## config.mk

```make
export PLATFORM = sky130hd
export DESIGN_NAME = serial_adder
export DESIGN_NICKNAME = d
export VERILOG_FILES = /design/src/rtl/serial_adder_pkg.sv /design/src/rtl/serial_adder_ripple_add.sv /design/src/rtl/serial_adder.sv
export SDC_FILE = /design/constraint.sdc
export NUM_CORES = 1
export LEC_CHECK = 0
export BUFFER_PORTS_ARGS = -buffer_cell sky130_fd_sc_hd__buf_4
export CAP_MARGIN = 10
export CORE_UTILIZATION = 55
export CTS_CLUSTER_SIZE = 12
export DETAILED_ROUTE_END_ITERATION = 6
export PLACE_DENSITY = 0.84
export SYNTH_ARGS = -nofsm -noshare
export SYNTH_HDL_FRONTEND = slang
export SYNTH_HIERARCHICAL = 1
export SYNTH_SLANG_ARGS = --single-unit
```

## constraint.sdc

```tcl
create_clock -name clk -period 3.9 [get_ports clk]
set_clock_uncertainty 0.15 [all_clocks]
set_input_delay 0.39 -clock clk [delete_from_list [all_inputs] [get_ports clk]]
set_output_delay 0.39 -clock clk [all_outputs]
set_load 0.01 [all_outputs]
```

## src/rtl/serial_adder_pkg.sv

```systemverilog
`default_nettype none
// +----------------------------------------------------------------------+
// | serial_adder_pkg : state encoding and elaboration helpers            |
// | Rev 1.0                                                              |
// +----------------------------------------------------------------------+
package serial_adder_pkg;

  localparam logic [1:0] ST_IDLE = 2'd0;
  localparam logic [1:0] ST_RUN  = 2'd1;
  localparam logic [1:0] ST_DONE = 2'd2;

  // ceil(log2(n)), never less than 1 so a one-digit adder still has a counter bit
  function automatic int clog2_min1(input int n);
    int r;
    r = 0;
    for (int i = 0; i < 31; i++) begin
      if ((1 << i) < n) r = i + 1;
    end
    return (r < 1) ? 1 : r;
  endfunction

  function automatic bit params_legal(input int width, input int digit);
    return (width >= 2) && (digit >= 1) && (width % digit == 0);
  endfunction

endpackage
`default_nettype wire

```

## src/rtl/serial_adder_ripple_add.sv

```systemverilog
`default_nettype none
// +----------------------------------------------------------------------+
// | ripple_add : DIGIT-wide combinational ripple-carry adder             |
// | Rev 1.0                                                              |
// +----------------------------------------------------------------------+
module ripple_add #(
  parameter int DIGIT = 4
) (
  input  logic             ci,
  input  logic [DIGIT-1:0] x,
  input  logic [DIGIT-1:0] y,
  output logic [DIGIT-1:0] s,
  output logic             co,
  output logic             c_msb
);

  logic [DIGIT:0] c;

  assign c[0] = ci;

  generate
    for (genvar i = 0; i < DIGIT; i++) begin : g_bit
      assign s[i]   = x[i] ^ y[i] ^ c[i];
      assign c[i+1] = (x[i] & y[i]) | (c[i] & (x[i] ^ y[i]));
    end
  endgenerate

  assign co    = c[DIGIT];
  // carry into the top bit of the digit; on the last digit this is the MSB carry-in
  assign c_msb = c[DIGIT-1];

endmodule
`default_nettype wire

```

## src/rtl/serial_adder.sv

```systemverilog
`default_nettype none
// +----------------------------------------------------------------------+
// | serial_adder : multi-cycle add/sub, DIGIT bits per clock, LSB first  |
// | Rev 1.0                                                              |
// +----------------------------------------------------------------------+
module serial_adder
  import serial_adder_pkg::*;
#(
  parameter int WIDTH = 16,
  parameter int DIGIT = 4
) (
  input  logic             clk,
  input  logic             rst_n,
  input  logic             start,
  input  logic             sub,
  input  logic             ci,
  input  logic [WIDTH-1:0] x,
  input  logic [WIDTH-1:0] y,
  output logic             busy,
  output logic             done,
  output logic [WIDTH-1:0] s,
  output logic             co,
  output logic             ovf
);

  localparam int N  = WIDTH / DIGIT;
  localparam int CW = clog2_min1(N);
  localparam logic [CW-1:0] LAST = CW'(N - 1);

  generate
    if (!params_legal(WIDTH, DIGIT)) begin : g_bad_params
      $error("serial_adder: WIDTH must be >= 2 and a multiple of DIGIT");
    end
  endgenerate

  logic [1:0]       state_q, state_d;
  logic [CW-1:0]    cnt_q, cnt_d;
  logic             carry_q, carry_d;
  logic [WIDTH-1:0] xa_q, xa_d;
  logic [WIDTH-1:0] yb_q, yb_d;
  logic [WIDTH-1:0] acc_q, acc_d;
  logic [WIDTH-1:0] s_q, s_d;
  logic             co_q, co_d;
  logic             ovf_q, ovf_d;

  logic             accept;
  logic             last;
  logic [DIGIT-1:0] x_dig, y_dig, dsum;
  logic             dco, dcmsb;

  assign accept = start && ((state_q == ST_IDLE) || (state_q == ST_DONE));
  assign last   = (cnt_q == LAST);

  always_comb begin
    x_dig = xa_q[cnt_q*DIGIT +: DIGIT];
    y_dig = yb_q[cnt_q*DIGIT +: DIGIT];
  end

  ripple_add #(
    .DIGIT (DIGIT)
  ) u_ripple (
    .ci    (carry_q),
    .x     (x_dig),
    .y     (y_dig),
    .s     (dsum),
    .co    (dco),
    .c_msb (dcmsb)
  );

  // State register plus datapath flops
  always_ff @(posedge clk or negedge rst_n) begin
    if (!rst_n) begin
      state_q <= ST_IDLE;
      cnt_q   <= '0;
      carry_q <= 1'b0;
      xa_q    <= '0;
      yb_q    <= '0;
      acc_q   <= '0;
      s_q     <= '0;
      co_q    <= 1'b0;
      ovf_q   <= 1'b0;
    end else begin
      state_q <= state_d;
      cnt_q   <= cnt_d;
      carry_q <= carry_d;
      xa_q    <= xa_d;
      yb_q    <= yb_d;
      acc_q   <= acc_d;
      s_q     <= s_d;
      co_q    <= co_d;
      ovf_q   <= ovf_d;
    end
  end

  always_comb begin
    state_d = state_q;
    case (state_q)
      ST_IDLE: if (start) state_d = ST_RUN;
      ST_RUN:  if (last)  state_d = ST_DONE;
      ST_DONE: state_d = start ? ST_RUN : ST_IDLE;
      default: state_d = ST_IDLE;
    endcase
  end

  // Partial sums build up in acc_q; s_q only changes on the final digit
  always_comb begin
    cnt_d   = cnt_q;
    carry_d = carry_q;
    xa_d    = xa_q;
    yb_d    = yb_q;
    acc_d   = acc_q;
    s_d     = s_q;
    co_d    = co_q;
    ovf_d   = ovf_q;
    if (accept) begin
      xa_d    = x;
      yb_d    = y ^ {WIDTH{sub}};
      carry_d = sub ? 1'b1 : ci;
      cnt_d   = '0;
    end else if (state_q == ST_RUN) begin
      acc_d[cnt_q*DIGIT +: DIGIT] = dsum;
      carry_d = dco;
      if (last) begin
        s_d   = acc_d;
        co_d  = dco;
        ovf_d = dco ^ dcmsb;
      end else begin
        cnt_d = cnt_q + CW'(1);
      end
    end
  end

  always_comb begin
    busy = (state_q == ST_RUN);
    done = (state_q == ST_DONE);
    s    = s_q;
    co   = co_q;
    ovf  = ovf_q;
  end

endmodule
`default_nettype wire

```

# After elaboration in Yosys (flattened, before gate mapping)
# Cells that the tools add are included.
# op_classes
addsub	2
eq_ne	6
n_shift	4
n_mux	11
bitwise	23
n_reduce_logical	8
# ops
cell	count
4-bit negator with 34-bit output	1
4-bit by 34-bit variable shift with 16-bit output (first input constant)	1
4-bit by 34-bit indexed part select with 16-bit output	1
16-bit by 5-bit indexed part select with 4-bit output	2
16-bit bitwise mux	1
16-bit XOR	1
2-bit two-way mux	5
1-bit XOR	9
1-bit AND	8
2-bit one-hot mux with 3 select lines	1
2-bit AND reduction	3
2-bit == test (second input constant)	2
1-bit two-way mux	4
2-bit inequality test (second input constant)	2
1-bit bitwise OR	4
3-bit AND reduction	1
2-bit by 1-bit adder with 2-bit output (second input constant)	1
2-bit by 1-bit == test with 1-bit output (second input constant)	1
2-bit zero test	1
2-bit by 1-bit inequality test with 1-bit output (second input constant)	1
2-bit nonzero test	1
1-bit logical AND	1
1-bit logical OR	1
1-bit NOT	1
# word_totals
register_bits	71
in_bits	37
output_inout_bits	20

# Longest topological paths before layout
# Gate-level depths: netlist of the first run.
# logic_depth
ltp_word	12
ltp_mapped	10
ltp_nobuf	9

# By module
# Netlist of the first run, hierarchy kept.
# modules_own_cells
mod	n_inst	cells_per_inst	area_each_um2	seq_area_each_um2
serial_adder	1	293	3140.5	1676.6
ripple_add	1	12	110.1	0.0

# Least setup slack after synthesis of the first run
# Ideal clock, no wire load.
# synth_path
kind	reg-to-reg
startpoint	reg cnt_q[0]
endpoint	reg s_q[3] (netlist: s[3])
arrival_time_ns	2.858
required_ns	3.626
setup_slack_ns	0.768
stages_incl_launch_ff	11
n_path_buf	1
synth_period_minus_slack_ns	3.132
path_cell_list	dfrtp_1 buf_4 mux4_2 fa_1 inv_1 fa_1 fa_1 inv_1 fa_1 a221oi_2 nor2_1
# synth_via
elab_chain_len	11
# synth_rtl
item	line	text
start, declared	serial_adder.sv:37	logic [CW-1:0] cnt_q, cnt_d;
start signal, assigned	serial_adder.sv:84	cnt_q <= cnt_d;
16-bit by 5-bit indexed part select with 4-bit output (*)	serial_adder.sv:56	y_dig = yb_q[cnt_q*DIGIT +: DIGIT];
named net y_dig[0]	serial_adder.sv:48	logic [DIGIT-1:0] x_dig, y_dig, dsum;
1-bit XOR	serial_adder_ripple_add.sv:24	assign c[i+1] = (x[i] & y[i]) | (c[i] & (x[i] ^ y[i]));
1-bit AND	serial_adder_ripple_add.sv:24	
1-bit bitwise OR (*)	serial_adder_ripple_add.sv:24	
1-bit AND (*)	serial_adder_ripple_add.sv:24	
1-bit bitwise OR (*)	serial_adder_ripple_add.sv:24	
1-bit AND (*)	serial_adder_ripple_add.sv:24	
1-bit bitwise OR (*)	serial_adder_ripple_add.sv:24	
named net dcmsb	serial_adder.sv:49	logic dco, dcmsb;
1-bit XOR (*)	serial_adder_ripple_add.sv:23	assign s[i] = x[i] ^ y[i] ^ c[i];
named net dsum[3]	serial_adder.sv:48	
4-bit by 34-bit indexed part select with 16-bit output (*)	serial_adder.sv:121	acc_d[cnt_q*DIGIT +: DIGIT] = dsum;
16-bit bitwise mux (*)	serial_adder.sv:121	
end signal, assigned	serial_adder.sv:79	s_q <= '0;
end signal, assigned	serial_adder.sv:89	s_q <= s_d;
end, declared	serial_adder.sv:42	logic [WIDTH-1:0] s_q, s_d;
# Mark *: on every way through the listed nets, which the timed path passes. The rest lies on a longest branch.
# A chain may end at the register's enable or synchronous reset.

# Worst setup path after layout of the first run
# Same ends and word-level chain as after synthesis.

==> impl_metrics.json, run 1 <==
{
  "status": "finished with violations",
  "violations": "negative hold slack",
  "cp_data_required_time_ps": 3970,
  "syn2layout_area_growth_pct": 19.44,
  "dp_hpwl_microns": 4516,
  "fp.dieW_microns": 78.88,
  "overflow": 0,
  "yosysSeqAreaShare": 0.5158,
  "path_common_cell": "fa_1",
  "yosysUniqueCellTypes": 35,
  "wl_per_cell_microns": 15.25,
  "hold_viol": 19,
  "holdWs_ps": -9.625,
  "ioPinCount": 57,
  "dieArea_sq_um": 6221,
  "final_area_sq_um": 3882,
  "ant_nets": 0,
  "yosysWarnings": 6,
  "post_dp_cell_area_sq_um": 3662,
  "fp-row-count": 27,
  "min_period_ps": 3423,
  "place_inst": 414,
  "synth_top_family_by_area": "simple AND/OR/NAND/NOR gates",
  "fillCellCount": 443,
  "post_cts_resized": 0,
  "synth_fa_ha_area_frac": 0.04388,
  "root_buffer": "clkbuf_8",
  "start_kind": "flip-flop",
  "fin_tns_setup_ps": 0,
  "cts_hold_buf": 0,
  "max_stage_delay_ps": 670,
  "core_area_sq_um": 5608,
  "tightest_slew_ps": 812.5,
  "r2r-end": "s[3]",
  "drt-initial-drc-count": 254,
  "synth-seq-cells": 67,
  "max_slew_margin": 0.4583,
  "finalSetupViolations": 0,
  "grt_usage": 0.2406,
  "synthMuxAreaShare": 0.05543,
  "start_util": 0.5797,
  "via_count": 2408,
  "worst_r2r_path_depth": 9,
  "via_per_inst": 5.587,
  "cts.clk_slew.worst_paths_ps": 70,
  "firstDrtPassIters": 4,
  "worst_r2r_startpoint": "cnt_q[0]",
  "cts_buffers": 9,
  "wl_microns": 6574,
  "finish.utilization": 0.6923,
  "grt_setup_unrepaired": "false",
  "maxSlewViolCount": 0,
  "instances_no_fill": 431,
  "crit_fanout": 12,
  "drc_errors": 0,
  "endpoint_kind": "flip-flop",
  "cap_viol_max_count": 0,
  "ff2ff_setup_slack_ps": 480,
  "syn_area_sq_um": 3251,
  "layout-drive-gt1-share": 0.2702,
  "ir_worst_vdd_uv": 486.5,
  "clk_path_buf_depth": 2,
  "p_leak_nw": 1.904,
  "cts_max_level": 3,
  "crit_type": "reg -> reg",
  "cp_cell_sequence": "mux4_2, fa_1, inv_1, fa_1, fa_1, inv_1, fa_1, a221oi_2, nor2_1",
  "min_period_over_period": 0.8778,
  "syn_avg_cell_area_sq_um": 10.66,
  "fmax_mhz": 292.1,
  "powerDensity_nw_per_um2": 881.0,
  "synth_compound_area_frac": 0.1089,
  "antenna_found_initial": 0,
  "grt_pass1_vias": 2331,
  "syn_nets": 351,
  "grt_max_degree": 68,
  "crit_path_start": "cnt_q[0]",
  "grt_pass1_wl_microns": 11240,
  "hold_class": "in -> async",
  "arrival_ps": 3500,
  "finalNetCount": 400,
  "diodes": 0,
  "syn_inst": 305,
  "synth-xor-area-share": 0.04850,
  "synth-simple-area-share": 0.1732,
  "slowest_stage": "dfrtp_1",
  "place_congestion": 0.8002,
  "insertion_delay_ps": 340,
  "cts_tree": "done",
  "cts.sinks": 67,
  "portBuffers": 56,
  "post_cts_buffers": 0,
  "fp.dieH_microns": 78.88
}
## per-layer routing
metal / track usage / up-vias / part of all wire
li1: - / 1133 / -
met1: 0.3099 / 1183 / 0.42
met2: 0.4035 / 75 / 0.51
met3: 0.04023 / 17 / 0.043
met4: 0.1036 / 0 / 0.023
met5: 0 / - / 0
## cell usage after synthesis
cell / count / share of area
mux4_2: 8 / 0.055
nor3b_2: 1 / 0.0038
and4bb_1: 2 / 0.0077
a32o_1: 12 / 0.037
buf_2: 13 / 0.020
inv_2: 2 / 0.0023
nand2_1: 80 / 0.092
nor2_1: 17 / 0.020
dfrtp_1: 67 / 0.52
nand3b_1: 4 / 0.0092
a31oi_1: 1 / 0.0019
nand3_1: 5 / 0.0077
nand2b_1: 1 / 0.0019
nor3_1: 1 / 0.0015
inv_4: 1 / 0.0019
a221oi_2: 5 / 0.023
inv_1: 11 / 0.013
and4b_1: 1 / 0.0031
nand3b_2: 1 / 0.0035
fa_1: 4 / 0.025
a221oi_1: 3 / 0.0081
buf_6: 1 / 0.0035
clkbuf_1: 4 / 0.0046
nand2b_2: 1 / 0.0027
nor2b_1: 2 / 0.0038
nand4_1: 4 / 0.0077
a21oi_1: 1 / 0.0015
o21ai_0: 1 / 0.0015
buf_4: 4 / 0.0092
and2_4: 2 / 0.0054
o21ai_1: 18 / 0.028
xnor2_1: 18 / 0.048
nor4bb_1: 1 / 0.0031
ha_1: 5 / 0.019
a22o_1: 3 / 0.0081
## layout make-up
type	instances	area, sq um	share of cell area
timing repair buffer	60	450.4	0.1160
sequential	67	1677	0.4318
clock inverter	4	47.55	0.01225
inverter	14	55.05	0.01418
clock buffer	12	165.2	0.04254
multi-input combinational	202	1398	0.3600
tap	72	90.09	0.02320
## critical path, delay by kind of cell (launching register included)
kind                     cells  cell delay (ps)
adder cells (fa/ha/maj)      4             1370
flip-flops                   1              670
multiplexers                 1              600
AO/OA/AOI/OAI                1              300
buffers and inverters        2              140
AND/OR/NAND/NOR              1               80
## cell usage in the layout, fill, tap and decap left out, types with 2 or more instances in the layout
master and instances:
a221oi_1 3, a221oi_2 5, a22o_1 3, a32o_1 12, and2_4 2, and4bb_1 2
buf_4 60, clkbuf_8 12, clkinv_2 2, dfrtp_1 67, fa_1 4, ha_1 5
inv_1 11, inv_2 2, mux4_2 8, nand2_1 80, nand3_1 5, nand3b_1 4
nand4_1 4, nor2_1 17, nor2b_1 2, o21ai_1 18, xnor2_1 18
## flip-flops by register name, indices dropped and copies added (netlist names)
register and flops:
s 16, acc_q 12, co 1, carry_q 1
cnt_q 2, ovf 1, yb_q 16, xa_q 16
state_q 2
## metrics by stage
| stage | setup slack, ps | power [mW] |
|---|---|---|
| floorplan | 768.3 | 2.338 |
| global placement | 601.2 | 2.738 |
| detailed placement | 502.1 | 2.808 |
| CTS | 472.6 | 3.432 |
| global route | 260.5 | 3.669 |
| finish | 476.6 | 3.420 |
## power by group
part / switching [mW] / internal [mW] / total, mW
logic: 0.953 / 0.663 / 1.62
registers: 0.219 / 0.987 / 1.21
clock network: 0.253 / 0.345 / 0.598
total: 1.42 / 2.00 / 3.42
## how the worst max path moves through the flow
stage / end / cells past startpoint
2_1_floorplan: s[3] / 10
3_3_place_gp: s[3] / 9
3_5_place_dp: s[7] / 9
4_1_cts: s[7] / 9
5_1_grt: s[3] / 9
6_report: s[3] / 9
## cell families (layout without fill, tap and decap cells)
| group | count (synthesis) | after routing |
|---|---|---|
| XOR/XNOR | 18 | 18 |
| adder cells (fa/ha/maj) | 9 | 9 |
| flip-flops | 67 | 67 |
| AO/OA/AOI/OAI | 44 | 44 |
| AND/OR/NAND/NOR | 123 | 123 |
| buffers and inverters | 36 | 90 |
| multiplexers | 8 | 8 |
Note: power is estimated with default switching activity, not from simulation.
==> run 2, diff against run 1 <==
--- a/config.mk
+++ b/config.mk
@@ -5,8 +5,10 @@
 export SDC_FILE = /design/constraint.sdc
 export NUM_CORES = 1
 export LEC_CHECK = 0
+export ABC_CLOCK_PERIOD_IN_PS = 3900
 export BUFFER_PORTS_ARGS = -buffer_cell sky130_fd_sc_hd__buf_4
 export CAP_MARGIN = 10
+export CORE_MARGIN = 2
 export CORE_UTILIZATION = 55
 export CTS_CLUSTER_SIZE = 12
 export DETAILED_ROUTE_END_ITERATION = 6
==> run 2 against run 1 <==
Effect of this change:
- non-clock buffer count decreased by 1
- largest cell class unchanged
- critical path depth is the same
- critical path type unchanged
- worst hold slack worse by 15 ps
- first-iteration DRC count shrank 37%
- register-to-register slack gained 190 ps
- the run still ends with negative hold slack left
- clock-buffer cell count down 1
- largest power group unchanged
- maximum frequency grew 6.0%
==> impl_metrics.json, run 2 (same netlist as run 1, synthesis figures left out) <==
{
  "grt_setup_unrepaired": "false",
  "min_period_over_period": 0.8279,
  "dieArea_sq_um": 6541,
  "endpoint_kind": "flip-flop",
  "start_kind": "flip-flop",
  "post_cts_buffers": 0,
  "clk_path_buf_depth": 2,
  "maxSlewViolCount": 0,
  "holdWs_ps": -24.65,
  "root_buffer": "clkbuf_8",
  "p_leak_nw": 1.888,
  "max_slew_margin": 0.2475,
  "ioPinCount": 57,
  "violations": "negative hold slack",
  "cts_hold_buf": 0,
  "layout_commonest_cell": "nand2_1",
  "finalNetCount": 399,
  "start_util": 0.5797,
  "via_count": 2366,
  "drt-initial-drc-count": 159,
  "cp_cell_sequence": "mux4_2, fa_1, inv_1, fa_1, fa_1, inv_1, fa_1, a221oi_2, nor2_1",
  "fin_tns_setup_ps": 0,
  "instances_no_fill": 430,
  "fp.dieW_microns": 80.88,
  "cts_tree": "done",
  "antenna_found_initial": 0,
  "hold_class": "in -> async",
  "grt_usage": 0.2224,
  "final_cell_mix": "nand2_1 (80), dfrtp_1 (67), buf_4 (59), o21ai_1 (18), xnor2_1 (18)",
  "finalSetupViolations": 0,
  "grt_pass1_wl_microns": 10840,
  "cts.sinks": 67,
  "gr-usage-met1": 0.2931,
  "portBuffers": 56,
  "crit_fanout": 7,
  "fp-row-count": 27,
  "fp.dieH_microns": 80.88,
  "core_area_sq_um": 5608,
  "max_stage_delay_ps": 590,
  "insertion_delay_ps": 350,
  "cts.clk_slew.worst_paths_ps": 80,
  "place_congestion": 0.8383,
  "path_common_cell": "fa_1",
  "status": "finished with violations",
  "min_period_ps": 3229,
  "cp_top_family": "adder cells",
  "powerDensity_nw_per_um2": 886.5,
  "wl_microns": 6500,
  "use_met2": 0.3496,
  "dp_hpwl_microns": 4508,
  "grt_max_degree": 68,
  "via_per_inst": 5.502,
  "drc_errors": 0,
  "use_met3": 0.05333,
  "layout-drive-gt1-share": 0.2682,
  "wl_per_cell_microns": 15.12,
  "place_inst": 414,
  "diodes": 0,
  "grt_pass1_vias": 2316,
  "cp_data_required_time_ps": 3990,
  "cts_max_level": 3,
  "arrival_ps": 3320,
  "tightest_slew_ps": 1126,
  "ant_nets": 0,
  "grt_most_used_layer": "met2",
  "fmax_mhz": 309.7,
  "cap_viol_max_count": 0,
  "path_buf_inv": 2,
  "cts_buffers": 9,
  "syn2layout_area_growth_pct": 19.21,
  "firstDrtPassIters": 4,
  "ir_worst_vdd_uv": 533.0,
  "slowest_stage": "fa_1",
  "overflow": 0,
  "crit_type": "reg -> reg",
  "post_cts_resized": 0,
  "hold_viol": 23
}
==> run 2: final timing paths <==
| path | end | slack [ps] | start | depth (start not counted) |
|---|---|---|---|---|
| setup / recovery | s[7] | 670 | cnt_q[0] | 9 |
| hold / removal | s[5] | -20 | rst_n | 1 |
| setup reg to reg | s[7] | 670 | cnt_q[0] | 9 |
| hold reg to reg | xa_q[12] | 320 | xa_q[12] | 2 |
| max in group asynchronous | yb_q[1] | 3060 | rst_n | 1 |
| min in group clk | xa_q[1] | 70 | x[1] | 3 |
==> run 2: metal layers <==
layer  share of wire  up-vias
met5               0        -
met4           0.024        0
met3           0.054       13
met2            0.49       77
met1            0.43     1146
li1                -     1130
==> run 2: through the flow <==
step | hold WS [ps] | area [sq um] | utilization | setup slack, ps | power (mW)
floorplan | -55.59 | 3251 | - | 768.3 | 2.338
global placement | 306.7 | 3662 | 0.6531 | 750.3 | 2.750
detailed placement | 307.3 | 3662 | 0.6531 | 664.0 | 2.836
CTS | 7.811 | 3875 | 0.6910 | 675.5 | 3.451
global route | 51.95 | 3875 | 0.6910 | 460.5 | 3.685
finish | -24.65 | 3875 | 0.6910 | 671.1 | 3.435
==> run 2: worst register-to-register path, cell delays in order, from the launching register on <==
cell      delay, ps
dfrtp_1         530
mux4_2          570
fa_1            420
inv_1            70
fa_1            180
fa_1            170
inv_1            70
fa_1            590
a221oi_2        290
nor2_1           80
==> run 2: cell type report <==
cell class / count / area, sq um
well taps: 72 / 90.09
inverters: 14 / 55.05
repair buffers: 59 / 442.9
clock inverters: 5 / 61.31
multi-input cells: 202 / 1398
clock buffers: 11 / 151.4
fillers: 442 / 1733
flip-flops and latches: 67 / 1677
==> run 2: power by group <==
part	leakage, nW	internal, mW	switching, mW
combinational	0.934	0.659	0.974
clock	0.0978	0.331	0.283
sequential	0.856	0.986	0.203
